## config.mk

```make
export PLATFORM = sky130hd
export DESIGN_NAME = instr_fetch_queue
export DESIGN_NICKNAME = d
export VERILOG_FILES = /design/src/rtl/instr_fetch_queue.sv
export SDC_FILE = /design/constraint.sdc
export NUM_CORES = 1
export LEC_CHECK = 0
export CORE_UTILIZATION = 30
export DETAILED_ROUTE_END_ITERATION = 12
export PLACE_DENSITY = 0.52
export SLEW_MARGIN = 20
export SYNTH_ARGS = -nofsm -noshare
export SYNTH_HDL_FRONTEND = slang
export SYNTH_SLANG_ARGS = --single-unit
```

## constraint.sdc

```tcl
create_clock -name clk -period 5.5 [get_ports clk]
set_input_delay 1.375 -clock clk [delete_from_list [all_inputs] [get_ports clk]]
set_output_delay 1.375 -clock clk [all_outputs]
set_load 0.05 [all_outputs]
```

## src/rtl/instr_fetch_queue.sv

```systemverilog
// rtl/instr_fetch_queue.sv - circular instruction queue with MIPS field decode of the head entry
module instr_fetch_queue #(
   parameter int DEPTH = 4,
   parameter int PC_W  = 32,
   localparam int CW   = $clog2(DEPTH) + 1
) (
   input  logic            clk,
   input  logic            reset,
   input  logic            flush,
   input  logic            in_valid,
   output logic            in_ready,
   input  logic [31:0]     in_data,
   input  logic [PC_W-1:0] in_pc,
   output logic            out_valid,
   input  logic            out_ready,
   output logic [PC_W-1:0] out_pc,
   output logic [5:0]      opcode,
   output logic [4:0]      rs,
   output logic [4:0]      rt,
   output logic [4:0]      rd,
   output logic [4:0]      shamt,
   output logic [5:0]      funct,
   output logic [15:0]     imm16,
   output logic [31:0]     imm_sext,
   output logic [25:0]     target,
   output logic [CW-1:0]   count,
   output logic            full,
   output logic            empty
);

   localparam int AW = $clog2(DEPTH);

   logic [AW-1:0]   wp_q, wp_d;
   logic [AW-1:0]   rp_q, rp_d;
   logic [CW-1:0]   count_q, count_d;
   logic [31:0]     word_q [DEPTH];
   logic [PC_W-1:0] pc_q   [DEPTH];

   logic            push;
   logic            pop;
   logic [31:0]     head_word;
   logic [PC_W-1:0] head_pc;

   // Status comes from registered state only; a same-cycle pop never opens a slot.
   assign full      = (count_q == CW'(DEPTH));
   assign empty     = (count_q == '0);
   assign in_ready  = !full;
   assign out_valid = !empty;
   assign count     = count_q;

   // Flush wins over both handshakes, so the offered word is dropped.
   assign push = in_valid && in_ready && !flush;
   assign pop  = out_valid && out_ready && !flush;

   // Next-state pointers and occupancy.
   always_comb begin
      wp_d    = wp_q;
      rp_d    = rp_q;
      count_d = count_q;
      if (flush) begin
         wp_d    = '0;
         rp_d    = '0;
         count_d = '0;
      end else begin
         if (push) wp_d = wp_q + AW'(1);
         if (pop)  rp_d = rp_q + AW'(1);
         case ({push, pop})
            2'b10:   count_d = count_q + CW'(1);
            2'b01:   count_d = count_q - CW'(1);
            default: count_d = count_q;
         endcase
      end
   end

   // Pointer and count registers; reset empties the queue immediately.
   always_ff @(posedge clk or posedge reset) begin
      if (reset) begin
         wp_q    <= '0;
         rp_q    <= '0;
         count_q <= '0;
      end else begin
         wp_q    <= wp_d;
         rp_q    <= rp_d;
         count_q <= count_d;
      end
   end

   // Entry storage; contents are left untouched by reset since empty masks them.
   always_ff @(posedge clk) begin
      if (push) begin
         word_q[wp_q] <= in_data;
         pc_q[wp_q]   <= in_pc;
      end
   end

   // Head entry, zeroed when empty so no stale instruction reaches the decoder.
   always_comb begin
      head_word = '0;
      head_pc   = '0;
      if (!empty) begin
         head_word = word_q[rp_q];
         head_pc   = pc_q[rp_q];
      end
   end

   assign out_pc   = head_pc;
   assign opcode   = head_word[31:26];
   assign rs       = head_word[25:21];
   assign rt       = head_word[20:16];
   assign rd       = head_word[15:11];
   assign shamt    = head_word[10:6];
   assign funct    = head_word[5:0];
   assign imm16    = head_word[15:0];
   assign imm_sext = {{16{head_word[15]}}, head_word[15:0]};
   assign target   = head_word[25:0];

endmodule

```

==> results.md, run 1 <==
* Worst-path clk slew at approximately 0.060 ns
* Seq/Total Area, Yosys at between 70% and 80%
* HP Start: wp_q[1]
* Post-route ant nets at 0
* Met2 GRT Util at around a fifth
* Final Power at 5.44 mW
* Worst-Skew Late Latency at about 0.53 ns
* Outcome: finished, final reports clean
* Most Crowded Layer GR: met2
* Vias per inst at approximately 4.5
* Area grow syn2layout at 27.9%
* Crit path cell chain: or3_4, and2_1, clkdlybuf4s50_1
* Met3 Use GR at 2.90%
* Initial DRC Count at between 200 and 250
* GPL Wtd Cong at between 0.6 and 0.7
* Setup TNS at 0 ns
* Arr. time, crit path at between 3 and 4 ns
* Grt ovf at 0
* End of the worst register-to-register path: pc_q[3][30]
* H-tree levels at 1
* I/O Buffers at about 210
* Initial antenna violation count at 2
* First-pass GRT wire length at 32.2 mm
* Number of synthesized register bits at roughly 260
* Die X at approximately 190 µm
* Clock Path Buffers at 3
* Slowest-stage cell, CP: clkdlybuf4s50_1
* Synth Net Count at slightly above 600
* Fmax at ~210 MHz
* Hold Path Cell Cnt at 2
* Share of synthesized registers carrying an async set or reset at 2.66%
* Mean Syn Cell Area at 19.8 µm²
* Place WS at 1.28 ns
* FF+latch area at 7870 µm²
* Final wirelength at around 21 mm
* Layout cells sized above 1 at 16.1%
* Most frequent cells in the layout: edfxtp_1, clkdlybuf4s50_1, mux4_2, and2_1, clkbuf_16
* Post-CTS Setup Inserts at 0
* FP Rows at between 60 and 70
* Clk root buf: clkbuf_16
* Most common cell after layout, fill and taps aside: edfxtp_1
* Ranking of synthesized cells by area: edfxtp_1, mux4_2, buf_4, and2_1, dfrtp_1
* Number of synthesized flops with an enable pin at between 200 and 300
* Vias in the first global route at about 5600
* Peak VDD IR at roughly 0.27 mV
* Initial DRT Pass Iterations at 4
* Ys Warns at 0
* PD cells at roughly 390 nW/µm²
* Tot GR Track Use at 11.6%
* Number of distinct library cells after synthesis at 34
* Setup-failing EPs final at 0
* R2r worst-path depth at 4
* CP delay by family, top: simple AND/OR/NAND/NOR gates
* Die height at approximately 190 µm
* CP Class: flop to primary output
* Top_reg_cell synth: edfxtp_1
* Slew headroom at 27.5%
* Max-cap violations at 0
* CP endpoint kind: primary output
* Share of the synthesized area in the top cell type at a little under three quarters
* Final worst-path cycle share at approximately 85%
* Synth area leader: edfxtp_1
* Period minus WS final at about 4.7 ns
* Startpoint types: flop
* CTS tree: yes
* R2R setup slack at 2.80 ns
* I/O pins at between 200 and 250
* Worst Path Max Fanout at 66
* Mapped cell area at 10800 µm²
* # clock sinks at around 260
* Via count at roughly 5300
* Initial Util at a little under a third
* Lkg Pwr at 4.34 nW
* Nets at ~770
* WP buf/inv at 1
* Dpl hpwl at around 12 mm
* Hold Crit Class: flop to flop
* Antenna cells at 0
* Worst Tran Pin Value at 1.09 ns
* Max Transition Viols Final at 0
* Filler Cell Count at between 3000 and 4000
* Slowest cell delay on critical path at approximately 0.9 ns
* DRC at 0
* Final Worst Setup Slack at 0.825 ns
* Area of the multi-input gates at 2180 µm²
* CP required at 4.12 ns
* Die area at 36700 µm²
* Final Skew at a little under 0.009 ns
* Num CTS Buffers at 29
* Core area at ~35000 µm²
* Met1 usage at between 10% and 20%
* WL/cell at 18.3 µm
* Largest net degree at the start of global routing at 67
* Number of cells produced by synthesis at roughly 550
* Hold Buf Count CTS at 0
* RSZ-0062 raised after global routing: no
* Worst reg2reg path startpoint: count[0]
* Final hold viol count at 0
* Hold path endpoint: wp_q[1]
* CTS resizes at 0
[cell families after synthesis]
kind of cell	count (synthesis)	share of synthesized area, %
compound gates	14	0.894
fa+ha+maj	5	0.650
buf+inv	108	6.87
xor+xnor	3	0.244
simple gates	87	4.90
flops	263	73.0
mux	65	13.5
[layer usage]
layer	routed length (µm)	vias up	part of all wire, %
li1	-	2337	-
met3	1360	38	6.3
met4	427	2	2.0
met1	8690	2707	40
met2	11000	172	51
met5	9	-	0.042
[power by group]
| group | switching, mW | internal (mW) |
|---|---|---|
| registers | 0.0402 | 2.26 |
| logic | 0.774 | 0.433 |
| clock network | 0.734 | 1.19 |
| total | 1.55 | 3.89 |
[per-stage QoR]
stage	instance area, µm²	hold WS, ns	utilization, %	instances
2_1_floorplan	10800	0.557	-	545
3_3_place_gp	12800	0.566	36.2	1122
3_5_place_dp	12800	0.610	36.2	1122
4_1_cts	13800	0.618	38.9	1174
5_1_grt	13800	0.638	38.9	1174
6_report	13800	0.616	38.9	1174
[registers in the layout (all words and copies together), names as in the netlist]
name / count
rp_q: 2
pc_q: 128
count: 3
wp_q: 2
word_q: 128
[synthesized netlist by cell type, types with 2 or more instances]
cell type	count
nand3_1	4
a21oi_1	3
and2_1	68
dfrtp_1	7
nor3_1	2
nand2b_1	2
ha_1	4
inv_1	8
clkbuf_1	10
edfxtp_1	256
nand2_1	2
o2111ai_1	2
o21ai_0	2
buf_4	74
mux4_2	64
nor2_1	5
xor2_1	2
buf_6	6
buf_2	9
[worst reg2reg max path, delay by kind of cell (launching register included)]
family / cells / cell delay, ns
AND/OR/NAND/NOR: 3 / 1.55
buffers and inverters: 1 / 0.13
flip-flops: 1 / 0.58
[layout make-up]
cell class,count,area share (%)
multi-input combinational,174,15.8
sequential,263,57.1
clock buffer,42,5.84
clock inverter,10,1.12
inverter,8,0.218
timing repair buffer,216,15.7
tap,461,4.18
[how the worst max path moves through the flow]
| stage | from | endpoint | slack, ns | depth (start not counted) |
|---|---|---|---|---|
| 6_report | count[0] | imm_sext[23] | 0.83 | 3 |
| 5_1_grt | count[0] | rd[4] | 0.54 | 3 |
| 4_1_cts | count[0] | imm_sext[28] | 0.69 | 3 |
| 3_5_place_dp | count[0] | imm_sext[28] | 1.28 | 3 |
| 3_3_place_gp | rp_q[0] | funct[0] | 1.37 | 4 |
| 2_1_floorplan | count[0] | pc_q[0][0] | 1.44 | 5 |
Power figures use the tool's default switching activity.
==> run 2, diff against run 1 <==
--- a/config.mk
+++ b/config.mk
@@ -7,7 +7,7 @@
 export LEC_CHECK = 0
 export CORE_UTILIZATION = 30
 export DETAILED_ROUTE_END_ITERATION = 12
-export PLACE_DENSITY = 0.52
+export PLACE_DENSITY = 0.54
 export SLEW_MARGIN = 20
 export SYNTH_ARGS = -nofsm -noshare
 export SYNTH_HDL_FRONTEND = slang
==> constraint.sdc (replaced) <==
create_clock -name clk -period 3.8 [get_ports clk]
set_input_delay 0.95 -clock clk [delete_from_list [all_inputs] [get_ports clk]]
set_output_delay 0.95 -clock clk [all_outputs]
set_load 0.05 [all_outputs]
==> run 2 against run 1 <==
Power increased by 40%. Die area unchanged. Design area shrank 0.53%. Clock power up 31%. Worst hold slack better by 0.0023 ns. Core utilization decreased by 0.20 points. Sequential power increased by 44%.
==> results.md, run 2 (synthesis gave the netlist of run 1 again) <==
* Vias in the first global route at 5752 (+2.1%)
* Peak VDD IR at 0.285 mV (+7.5%)
* RSZ-0062 raised after global routing: no
* Period minus WS final at 3.68 ns
* GPL Wtd Cong at 0.692 (+1.5%)
* # clock sinks at 263 (unchanged)
* Filler Cell Count at 3180 (-1.5%)
* Initial DRC Count at 216 (-2.3%)
* I/O Buffers at 213 (unchanged)
* Num CTS Buffers at 27 (-6.9%)
* Worst-path clk slew at 0.06 ns (about the same)
* Startpoint types: flop
* Final Skew at 0.00647 ns (-0.00231 ns)
* Met3 Use GR at 2.46% (-0.44 points)
* CP endpoint kind: primary output
* Met1 usage at 15.4% (+1.3 points)
* Worst Path Max Fanout at 9 (-86%)
* Initial Util at 30.4% (unchanged)
* Setup-failing EPs final at 0 (unchanged)
* CP required at 2.85 ns (-1.27 ns)
* Worst-Skew Late Latency at 0.52 ns (about the same)
* Hold Path Cell Cnt at 2 (unchanged)
* Tot GR Track Use at 12.2% (+0.61 points)
* Area grow syn2layout at 27.2%
* Most frequent cells in the layout: edfxtp_1, clkdlybuf4s50_1, buf_4, mux4_2, and2_1
* Final hold viol count at 0 (unchanged)
* Max Transition Viols Final at 0 (unchanged)
* FF+latch area at 7870 µm² (about the same)
* Psw at 2.27 mW (+47%)
* PD cells at 553 nW/µm² (+40%)
* Most Crowded Layer GR: met2
* R2r worst-path depth at 5 (+1)
* Hold Crit Class: flop to flop
* Vias per inst at 4.52 (+0.92%)
* Arr. time, crit path at 2.73 ns (-0.57 ns)
* Dpl hpwl at 13.6 mm (+11%)
* Die area at 36700 µm² (unchanged)
* Initial DRT Pass Iterations at 4 (unchanged)
* Max-cap violations at 0 (unchanged)
* Comb power frac at 23.3% (+1.1 points)
* Final Power at 7.59 mW (+40%)
* Switching fraction of total power at 29.9% (+1.4 points)
* FP Rows at 69 (unchanged)
* H-tree levels at 1 (unchanged)
* Clk network pwr share at 33.2% (-2.3 points)
* Initial antenna violation count at 0 (-2)
* Lkg Pwr at 4.89 nW (+13%)
* Post-route ant nets at 0 (unchanged)
* Slew headroom at 60.6% (+33 points)
* First-pass GRT wire length at 33.5 mm (+4.1%)
* Setup TNS at 0 ns (unchanged)
* Nets at 779 (+1.7%)
* Die height at 192 µm (unchanged)
* Clock Path Buffers at 3 (unchanged)
* Core area at 35500 µm² (unchanged)
* Most common cell after layout, fill and taps aside: edfxtp_1
* CTS tree: yes
* Met2 GRT Util at 21.4% (+1.0 points)
* Area of the multi-input gates at 2210 µm² (+1.0%)
* CP Class: flop to primary output
* Clk root buf: clkbuf_16
* Fmax at 271 MHz
* Int Power at 5.32 mW (+37%)
* Layout cells sized above 1 at 29.7% (+14 points)
* Via count at 5354 (+1.9%)
* Final worst-path cycle share at between 90% and 100%
* Largest net degree at the start of global routing at 35 (-48%)
* Outcome: finished, final reports clean
* Hold Buf Count CTS at 0 (unchanged)
* Grt ovf at 0 (unchanged)
* Worst Tran Pin Value at 0.590 ns (-0.497 ns)
* Die X at 192 µm (unchanged)
* Sequential Power Share at 43.6% (+1.3 points)
* Final wirelength at 22.9 mm (+6.9%)
* Antenna cells at 0 (unchanged)
* WL/cell at 19.4 µm (+5.9%)
* I/O pins at 214 (unchanged)
* DRC at 0 (unchanged)
==> run 2: changes by cell type in the layout (fill, tap and decap cells not counted), moves of 4 or more <==
| cell | change |
|---|---|
| clkinv_2 | +4 |
| clkdlybuf4s50_1 | -112 |
| buf_12 | +6 |
| dlymetal6s2s_1 | +20 |
| clkinvlp_4 | +4 |
| clkbuf_1 | -8 |
| buf_4 | +87 |
| dlygate4sd2_1 | +12 |
==> run 2: area by class of cell <==
cell class / instances / area share (%)
inverters: 8 / 0.219
well taps: 461 / 4.21
multi-input cells: 176 / 16.1
clock buffers: 30 / 5.08
clock inverters: 18 / 1.14
repair buffers: 229 / 15.9
flip-flops and latches: 263 / 57.4
==> run 2: power by group through the flow <==
stage / Combinational (mW) / Sequential (mW) / Clock, mW
global route: 1.86 / 3.31 / 2.71
detailed placement: 1.79 / 3.36 / 0
finish: 1.77 / 3.31 / 2.52
CTS: 1.79 / 3.31 / 2.59
global placement: 1.78 / 3.36 / 0
floorplan: 1.35 / 3.36 / 0
==> run 2: final timing paths <==
kind,from,to,slack (ns)
worst min-delay path,wp_q[0],wp_q[0],0.62
max in group asynchronous,reset,rp_q[1],2.79
worst min register to register,wp_q[0],wp_q[0],0.62
min in group asynchronous,reset,rp_q[0],0.75
worst max register to register,count[2],pc_q[3][27],1.35
worst max-delay path,rp_q[0],out_pc[8],0.12
==> run 2: routing by layer <==
layer / vias up / wire, µm
met1: 2782 / 9750
li1: 2374 / -
met3: 23 / 1320
met4: 0 / 308
met2: 175 / 11600
met5: - / 0
==> run 2: what timing repair did <==
item / 4_1_cts / 5_1_grt
setup endpoints to repair: 42 / 20
setup buffers: 0 / 0
pin swaps: 1 / 0
cloned: 1 / 1
gates resized for setup: 15 / 21
==> run 2: worst max-delay path, stage by stage (launching register included) <==
cell             delay, ns
dfrtp_4               0.53
buf_4                 0.26
mux4_2                0.50
and2_1                0.20
clkdlybuf4s50_1       0.71
==> run 2: stage by stage <==
| step | hold slack [ns] | area (µm²) | cells | util [%] | setup slack (ns) |
|---|---|---|---|---|---|
| final | 0.618 | 13700 | 1185 | 38.6 | 0.116 |
| after global routing | 0.651 | 13700 | 1185 | 38.6 | 0.00495 |
| after global placement | 0.576 | 12800 | 1135 | 36.1 | 0.518 |
| after detailed placement | 0.604 | 12800 | 1135 | 36.1 | 0.458 |
| after floorplan | 0.557 | 10800 | 545 | - | 0.339 |
| after CTS | 0.613 | 13700 | 1184 | 38.5 | 0.000944 |
